**config.mk**
```make
export PLATFORM = sky130hd
export DESIGN_NAME = prv_trap_sequencer
export DESIGN_NICKNAME = d
export VERILOG_FILES = /design/src/rtl/machine_mode_types_1_13_pkg.sv /design/src/rtl/prv_trap_prio_enc.sv /design/src/rtl/prv_trap_sequencer.sv
export SDC_FILE = /design/constraint.sdc
export NUM_CORES = 1
export LEC_CHECK = 0
export BUFFER_PORTS_ARGS = -buffer_cell sky130_fd_sc_hd__buf_4
export CAP_MARGIN = 25
export CORE_AREA = 2 2 125 127
export CTS_CLUSTER_DIAMETER = 50
export CTS_CLUSTER_SIZE = 40
export DETAILED_ROUTE_END_ITERATION = 7
export DIE_AREA = 0 0 127 129
export PLACE_DENSITY = 0.67
export SETUP_SLACK_MARGIN = 0.02
export SLEW_MARGIN = 15
export SYNTH_ARGS = -nofsm -noshare
export SYNTH_HDL_FRONTEND = slang
export SYNTH_SLANG_ARGS = --single-unit
export TNS_END_PERCENT = 10
```
**constraint.sdc**
```tcl
create_clock -name CLK -period 4.9 [get_ports CLK]
set_clock_uncertainty 0.2 [all_clocks]
set_input_delay 0.245 -clock CLK [delete_from_list [all_inputs] [get_ports CLK]]
set_output_delay 0.245 -clock CLK [all_outputs]
set_load 0.05 [all_outputs]
```
**src/rtl/machine_mode_types_1_13_pkg.sv**
```systemverilog
// Shared types for the trap sequencer: exception/interrupt cause codes, exc_vec bit
// positions, FSM state encoding, privilege levels and xtvec mode constants.
package machine_mode_types_1_13_pkg;

  typedef enum logic [4:0] {
    ExcInsnMisaligned = 5'd0,
    ExcInsnFault      = 5'd1,
    ExcIllegalInsn    = 5'd2,
    ExcBreakpoint     = 5'd3,
    ExcLoadMisaligned = 5'd4,
    ExcLoadFault      = 5'd5,
    ExcStoreMisalign  = 5'd6,
    ExcStoreFault     = 5'd7,
    ExcEcallU         = 5'd8,
    ExcEcallS         = 5'd9,
    ExcEcallM         = 5'd11,
    ExcInsnPage       = 5'd12,
    ExcLoadPage       = 5'd13,
    ExcStorePage      = 5'd15,
    ExcRmgmt          = 5'd24
  } ex_code_t;

  typedef enum logic [4:0] {
    IntSoft  = 5'd3,
    IntTimer = 5'd7,
    IntExt   = 5'd11
  } int_code_t;

  typedef enum logic [1:0] {
    StIdle,
    StCommit,
    StRedirect,
    StWfi
  } trap_state_t;

  typedef enum logic [1:0] {
    PrivU = 2'd0,
    PrivS = 2'd1,
    PrivM = 2'd3
  } priv_level_t;

  localparam logic [1:0] MtvecDirect   = 2'd0;
  localparam logic [1:0] MtvecVectored = 2'd1;

  // Bit positions inside exc_vec.
  localparam int unsigned ExBitRmgmt     = 0;
  localparam int unsigned ExBitFaultInsn = 1;
  localparam int unsigned ExBitMalInsn   = 2;
  localparam int unsigned ExBitIllegal   = 3;
  localparam int unsigned ExBitFaultL    = 4;
  localparam int unsigned ExBitMalL      = 5;
  localparam int unsigned ExBitFaultS    = 6;
  localparam int unsigned ExBitMalS      = 7;
  localparam int unsigned ExBitBreak     = 8;
  localparam int unsigned ExBitEnv       = 9;
  localparam int unsigned ExBitInsnPage  = 10;
  localparam int unsigned ExBitLoadPage  = 11;
  localparam int unsigned ExBitStorePage = 12;

endpackage

```
**src/rtl/prv_trap_prio_enc.sv**
```systemverilog
// Combinational trap priority encoder.
//   exc_vec   in  13  exception request lines
//   ext_int, soft_int, timer_int  in  interrupt pending lines
//   curr_priv in  2   current privilege (selects the env-call code)
//   valid     out     some exception or interrupt is pending
//   intr      out     winner is an interrupt
//   code      out 5   cause code of the winner
//   tval_sel  out     1: tval is badaddr, 0: tval is zero
// Interrupt enable is not applied here; the caller gates interrupts with gie.
module prv_trap_prio_enc
  import machine_mode_types_1_13_pkg::*;
(
  input  logic [12:0] exc_vec,
  input  logic        ext_int,
  input  logic        soft_int,
  input  logic        timer_int,
  input  logic [1:0]  curr_priv,
  output logic        valid,
  output logic        intr,
  output logic [4:0]  code,
  output logic        tval_sel
);

  logic [4:0] env_code;

  always_comb begin
    case (curr_priv)
      PrivU:   env_code = ExcEcallU;
      PrivS:   env_code = ExcEcallS;
      default: env_code = ExcEcallM;
    endcase
  end

  always_comb begin
    valid    = 1'b1;
    intr     = 1'b0;
    code     = 5'd0;
    tval_sel = 1'b0;
    if (exc_vec[ExBitBreak]) begin
      code = ExcBreakpoint;
    end else if (exc_vec[ExBitInsnPage]) begin
      code = ExcInsnPage; tval_sel = 1'b1;
    end else if (exc_vec[ExBitFaultInsn]) begin
      code = ExcInsnFault; tval_sel = 1'b1;
    end else if (exc_vec[ExBitIllegal]) begin
      code = ExcIllegalInsn; tval_sel = 1'b1;
    end else if (exc_vec[ExBitMalInsn]) begin
      code = ExcInsnMisaligned; tval_sel = 1'b1;
    end else if (exc_vec[ExBitEnv]) begin
      code = env_code;
    end else if (exc_vec[ExBitMalS]) begin
      code = ExcStoreMisalign; tval_sel = 1'b1;
    end else if (exc_vec[ExBitMalL]) begin
      code = ExcLoadMisaligned; tval_sel = 1'b1;
    end else if (exc_vec[ExBitStorePage]) begin
      code = ExcStorePage; tval_sel = 1'b1;
    end else if (exc_vec[ExBitLoadPage]) begin
      code = ExcLoadPage; tval_sel = 1'b1;
    end else if (exc_vec[ExBitFaultS]) begin
      code = ExcStoreFault; tval_sel = 1'b1;
    end else if (exc_vec[ExBitFaultL]) begin
      code = ExcLoadFault; tval_sel = 1'b1;
    end else if (exc_vec[ExBitRmgmt]) begin
      code = ExcRmgmt;
    end else if (ext_int) begin
      intr = 1'b1; code = IntExt;
    end else if (soft_int) begin
      intr = 1'b1; code = IntSoft;
    end else if (timer_int) begin
      intr = 1'b1; code = IntTimer;
    end else begin
      valid = 1'b0;
    end
  end

endmodule

```
**src/rtl/prv_trap_sequencer.sv**
```systemverilog
// Trap entry / xRET sequencer and WFI stall owner.
//   CLK, RST              clock, synchronous active-high reset
//   exc_vec, epc, badaddr exception requests and their context
//   mret, sret, wfi       retiring special instructions
//   pipe_clear            pipeline flush acknowledge for insert_pc
//   ext/soft/timer_int    pending interrupt lines, gie global enable
//   curr_priv, mtvec, mepc_r, sepc_r  CSR state
//   priv_pc, insert_pc, intr          redirect request to hazard
//   trap_we, ret_we                   CSR update strobes
//   mcause_o, mepc_o, mtval_o         captured trap information
//   wfi_stall                         fetch hold while in WFI
module prv_trap_sequencer
  import machine_mode_types_1_13_pkg::*;
#(
  parameter int unsigned XLEN     = 32,
  parameter bit          MODE_VEC = 1'b1
) (
  input  logic            CLK,
  input  logic            RST,
  input  logic [12:0]     exc_vec,
  input  logic [XLEN-1:0] epc,
  input  logic [XLEN-1:0] badaddr,
  input  logic            mret,
  input  logic            sret,
  input  logic            wfi,
  input  logic            pipe_clear,
  input  logic            ext_int,
  input  logic            soft_int,
  input  logic            timer_int,
  input  logic            gie,
  input  logic [1:0]      curr_priv,
  input  logic [XLEN-1:0] mtvec,
  input  logic [XLEN-1:0] mepc_r,
  input  logic [XLEN-1:0] sepc_r,
  output logic [XLEN-1:0] priv_pc,
  output logic            insert_pc,
  output logic            intr,
  output logic            trap_we,
  output logic            ret_we,
  output logic [XLEN-1:0] mcause_o,
  output logic [XLEN-1:0] mepc_o,
  output logic [XLEN-1:0] mtval_o,
  output logic            wfi_stall
);

  trap_state_t     state_q;
  logic [XLEN-1:0] priv_pc_q, mcause_q, mepc_q, mtval_q;
  logic            insert_pc_q, intr_q, trap_we_q, wfi_stall_q;

  logic            enc_valid, enc_intr, enc_tval_sel;
  logic [4:0]      enc_code;
  logic            int_pend, take_trap;
  logic [XLEN-1:0] tvec_base, trap_target;

  prv_trap_prio_enc u_prio_enc (
    .exc_vec   (exc_vec),
    .ext_int   (ext_int),
    .soft_int  (soft_int),
    .timer_int (timer_int),
    .curr_priv (curr_priv),
    .valid     (enc_valid),
    .intr      (enc_intr),
    .code      (enc_code),
    .tval_sel  (enc_tval_sel)
  );

  assign int_pend  = ext_int | soft_int | timer_int;
  // Exceptions are never masked; interrupts need gie.
  assign take_trap = enc_valid & (~enc_intr | gie);

  // Vector offset applies only to interrupts in vectored mode; modes 2/3 fall back to direct.
  always_comb begin
    tvec_base   = {mtvec[XLEN-1:2], 2'b00};
    trap_target = tvec_base;
    if (MODE_VEC && enc_intr && (mtvec[1:0] == MtvecVectored)) begin
      trap_target = tvec_base + {{(XLEN-7){1'b0}}, enc_code, 2'b00};
    end
  end

  always_ff @(posedge CLK) begin
    if (RST) begin
      state_q     <= StIdle;
      priv_pc_q   <= '0;
      mcause_q    <= '0;
      mepc_q      <= '0;
      mtval_q     <= '0;
      insert_pc_q <= 1'b0;
      intr_q      <= 1'b0;
      trap_we_q   <= 1'b0;
      wfi_stall_q <= 1'b0;
    end else begin
      case (state_q)
        StIdle: begin
          if (take_trap) begin
            state_q   <= StCommit;
            trap_we_q <= 1'b1;
            intr_q    <= enc_intr;
            mcause_q  <= {enc_intr, {(XLEN-6){1'b0}}, enc_code};
            mepc_q    <= epc;
            mtval_q   <= enc_tval_sel ? badaddr : '0;
            // Target is latched with the cause so a later mtvec change cannot tear it.
            priv_pc_q <= trap_target;
          end else if (mret || sret) begin
            state_q     <= StRedirect;
            insert_pc_q <= 1'b1;
            intr_q      <= 1'b0;
            priv_pc_q   <= mret ? mepc_r : sepc_r;
          end else if (wfi && !int_pend) begin
            state_q     <= StWfi;
            wfi_stall_q <= 1'b1;
          end
        end
        StCommit: begin
          state_q     <= StRedirect;
          trap_we_q   <= 1'b0;
          insert_pc_q <= 1'b1;
        end
        StRedirect: begin
          if (pipe_clear) begin
            state_q     <= StIdle;
            insert_pc_q <= 1'b0;
          end
        end
        StWfi: begin
          // Wake on any pending line; IDLE decides whether it is actually taken.
          if (int_pend) begin
            state_q     <= StIdle;
            wfi_stall_q <= 1'b0;
          end
        end
        default: state_q <= StIdle;
      endcase
    end
  end

  assign priv_pc   = priv_pc_q;
  assign insert_pc = insert_pc_q;
  assign intr      = intr_q;
  // Masked by RST so a trap being reset out of COMMIT never reaches the CSR file.
  assign trap_we   = trap_we_q & ~RST;
  assign ret_we    = ~RST & (state_q == StIdle) & ~take_trap & (mret | sret);
  assign mcause_o  = mcause_q;
  assign mepc_o    = mepc_q;
  assign mtval_o   = mtval_q;
  assign wfi_stall = wfi_stall_q;

endmodule

```
==> out/metrics.cfg <==
[clocking]
post-cts-setup-buffer-count=0
cts_tree=done
numCtsBuffers=9
clock_sinks=108
cts_htree_levels=3
cts.clk_slew.worst_paths_ps=90
clk-insertion-delay-late_ps=360
clockBufferDepth=2
ctsRootBufferMaster=sky130_fd_sc_hd__clkbuf_16

[logic_synthesis]
synthMostInstantiatedCell=sky130_fd_sc_hd__dfxtp_1
post_synthesis_sequential_area_ratio=0.388
postSynth.asyncResetShare=0
synth_edf_count=0
top_post_synthesis_cells_by_area=sky130_fd_sc_hd__dfxtp_1 (39%), sky130_fd_sc_hd__nand2_1 (6.3%), sky130_fd_sc_hd__a21oi_1 (6.2%)
ys_top_cells_by_count=sky130_fd_sc_hd__dfxtp_1 (108), sky130_fd_sc_hd__nand2_1 (93), sky130_fd_sc_hd__nor2_1 (73)
netlist-cell-type-count=63
syn-mean-instance-area_sq_um=8.05
synth_seq_cells=108
syn-cell-area_sq_mm=0.00558
synthDominantCellAreaShare=0.388
post-synth-top-area-cell=sky130_fd_sc_hd__dfxtp_1
postSynth.topFlopCell=sky130_fd_sc_hd__dfxtp_1
syn_inst=693
yosys_warnings=0

[placed_design]
place.detailed.hpwl_mm=14.5
finalWeightedCongestion=0.865
number_of_buffers_added_on_ports=291

[final_layout]
finish.net_count=1219
ff_latch_area_sq_mm=0.00216
area_of_the_multi_input_gates_sq_mm=0.00308
final.fill_count=1311
post_route_cells_drive_above_1_share=0.322
syn_to_final_growth_pct=59.0

[global_route]
global_route.usage.total=0.245
grt_start_max_net_pins=66
busiest_layer=met2
grt_pass1_wl_mm=32.0
globalRouteMet2Util=0.407
overflow=0
number_of_global_route_vias_before_repair=6130
antenna_found_initial=0
global_route.usage.met1=0.308
grtUsageMet3=0.0553

[worst_setup_path]
cp.arrival_ps=3500
regToRegStartpoint=state_q[1]
reg2reg_slack_ps=2500
end_kind=register
criticalPathCategory=in2reg
crit-reg2reg-capture=priv_pc[15]
ff2ff_path_depth=5
critical_path_peak_fanout=12
worst_ep_required_time_ps=4960
cp-start-kind=input pin

[routing]
drt_first_pass_iters=5
drt.antenna.violating_nets=0
wirelength_mm=20.7
drc=0
routed_via_density=5.20
wl_per_cell_um=16.9
vias=6355
drtIter0Drc=494

[pwr]
switching_share=0.418
power-per-cell-area_mw_per_mm2=343
clkPwrFrac=0.249
internal_power_mw=1.77
p_sw_mw=1.27
peakVddDrop_v=0.000182
power.share.sequential=0.345
power.leakage_nw=3.93
comb_power_share=0.406

[sta]
worst-slew-pin-transition_ps=954
timing.slew.headroom=0.363
portion_of_the_clock_cycle_consumed_by_the_worst_path_in_the_final_layout=0.702
timing.final.hold_violations=0
period_minus_slack_ps=3440
hold-worst-slack_ps=20.6
setup_tns_final_ps=0
drv_slew=0
timing.fmax_mhz=291
grt_setup_unrepaired=no
setup-violations-final=0

[floorplan]
initial_cell_density_of_the_core=0.373
number_of_top_level_design_ports=318
die_h_um=129
num_rows=45
die_width_um=127
placeableCoreArea_sq_mm=0.0150
die_area_sq_mm=0.0164

[worst_hold_path]
worstHoldEndpoint=priv_pc[19]
start_point_of_the_worst_min_delay_path=mtvec[19]
min-delay-path-class=in2reg
min_delay_path_depth=3

[job]
maxCapViolCount=0

[run_status]
status=completed

## layout by cell type (no fill, tap or decap), types with 10 or more instances in the layout
master / n
sky130_fd_sc_hd__buf_4: 298
sky130_fd_sc_hd__dfxtp_1: 108
sky130_fd_sc_hd__nand2_1: 93
sky130_fd_sc_hd__dlygate4sd3_1: 78
sky130_fd_sc_hd__nor2_1: 72
sky130_fd_sc_hd__a21oi_1: 69
sky130_fd_sc_hd__a22oi_1: 38
sky130_fd_sc_hd__conb_1: 26
sky130_fd_sc_hd__nor3_1: 24
sky130_fd_sc_hd__mux2i_1: 20
sky130_fd_sc_hd__xnor2_1: 17
sky130_fd_sc_hd__o21ai_0: 16
sky130_fd_sc_hd__inv_1: 16
sky130_fd_sc_hd__a211oi_1: 10
sky130_fd_sc_hd__nor4_1: 10
## per-layer routing
| metal | routed length (um) | part of all wire | vias to the layer above |
|---|---|---|---|
| met3 | 1160 | 0.056 | 44 |
| met4 | 659 | 0.032 | 0 |
| met1 | 8910 | 0.43 | 2959 |
| met5 | 0 | 0 | - |
| met2 | 9920 | 0.48 | 244 |
| li1 | - | - | 3108 |
## what timing repair did
action | 4_1_cts | 5_1_grt
resized for setup | 0 | 0
hold endpoints to repair | 76 | 0
hold buffers | 78 | 0
## state kept, by name, summed over array words and instances (netlist names)
| register | cells |
|---|---|
| insert_pc | 1 |
| intr | 1 |
| mcause_o | 6 |
| mepc_o | 32 |
| mtval_o | 32 |
| priv_pc | 32 |
| state_q | 2 |
| trap_we_q | 1 |
| wfi_stall | 1 |
## per-stage QoR
stage	instance area, sq um	std cells	power [mW]	setup WS (ps)	utilization
2_1_floorplan	5670	718	1.85	1620	-
3_3_place_gp	7770	1127	2.24	1130	0.519
5_1_grt	8870	1221	3.20	1030	0.592
4_1_cts	8870	1221	3.06	1450	0.592
6_report	8870	1222	3.04	1460	0.592
3_5_place_dp	7770	1127	2.25	1070	0.519
## final cells by class
cell class / instances / area share
Tap cell: 188 / 0.0265
Clock inverter: 7 / 0.0100
Multi-Input combinational cell: 517 / 0.347
Antenna cell: 1 / 0.000282
Clock buffer: 9 / 0.0254
Timing Repair Buffer: 376 / 0.340
Sequential cell: 108 / 0.244
Inverter: 16 / 0.00677
## worst max-delay path, cell delays in order
cell                        delay, ps
sky130_fd_sc_hd__buf_4            120
sky130_fd_sc_hd__nor3_1           590
sky130_fd_sc_hd__o21ai_0          150
sky130_fd_sc_hd__a211oi_1         240
sky130_fd_sc_hd__o21ai_0          150
sky130_fd_sc_hd__ha_1             220
sky130_fd_sc_hd__inv_1             70
sky130_fd_sc_hd__fa_1             190
sky130_fd_sc_hd__nand2b_1         130
sky130_fd_sc_hd__a21oi_1           80
sky130_fd_sc_hd__o2111ai_1        740
sky130_fd_sc_hd__or4_1            220
sky130_fd_sc_hd__nand3_1           70
sky130_fd_sc_hd__a32o_1           290
## how the worst max path moves through the flow
stage	from	endpoint
3_3_place_gp	ext_int	priv_pc[18]
2_1_floorplan	exc_vec[4]	ret_we
3_5_place_dp	ext_int	priv_pc[18]
6_report	ext_int	priv_pc[18]
5_1_grt	ext_int	priv_pc[18]
4_1_cts	ext_int	priv_pc[18]
## power groups by stage
stage,Clock (mW),Sequential (mW),Combinational (mW)
finish,0.757,1.05,1.24
global route,0.815,1.06,1.32
CTS,0.773,1.05,1.23
detailed placement,0,1.07,1.18
global placement,0,1.07,1.17
floorplan,0,1.42,0.426
## cell families (layout without fill, tap and decap cells)
family	Yosys count	count (layout)	share of synthesized area
AO/OA/AOI/OAI	197	197	0.233
XOR/XNOR	20	20	0.0314
adder cells (fa/ha/maj)	6	6	0.0148
buffers and inverters	93	408	0.0819
flip-flops	108	108	0.388
multiplexers	23	23	0.0419
other	1	27	0.000672
AND/OR/NAND/NOR	245	245	0.208
Note: power is estimated with default switching activity, not from simulation.
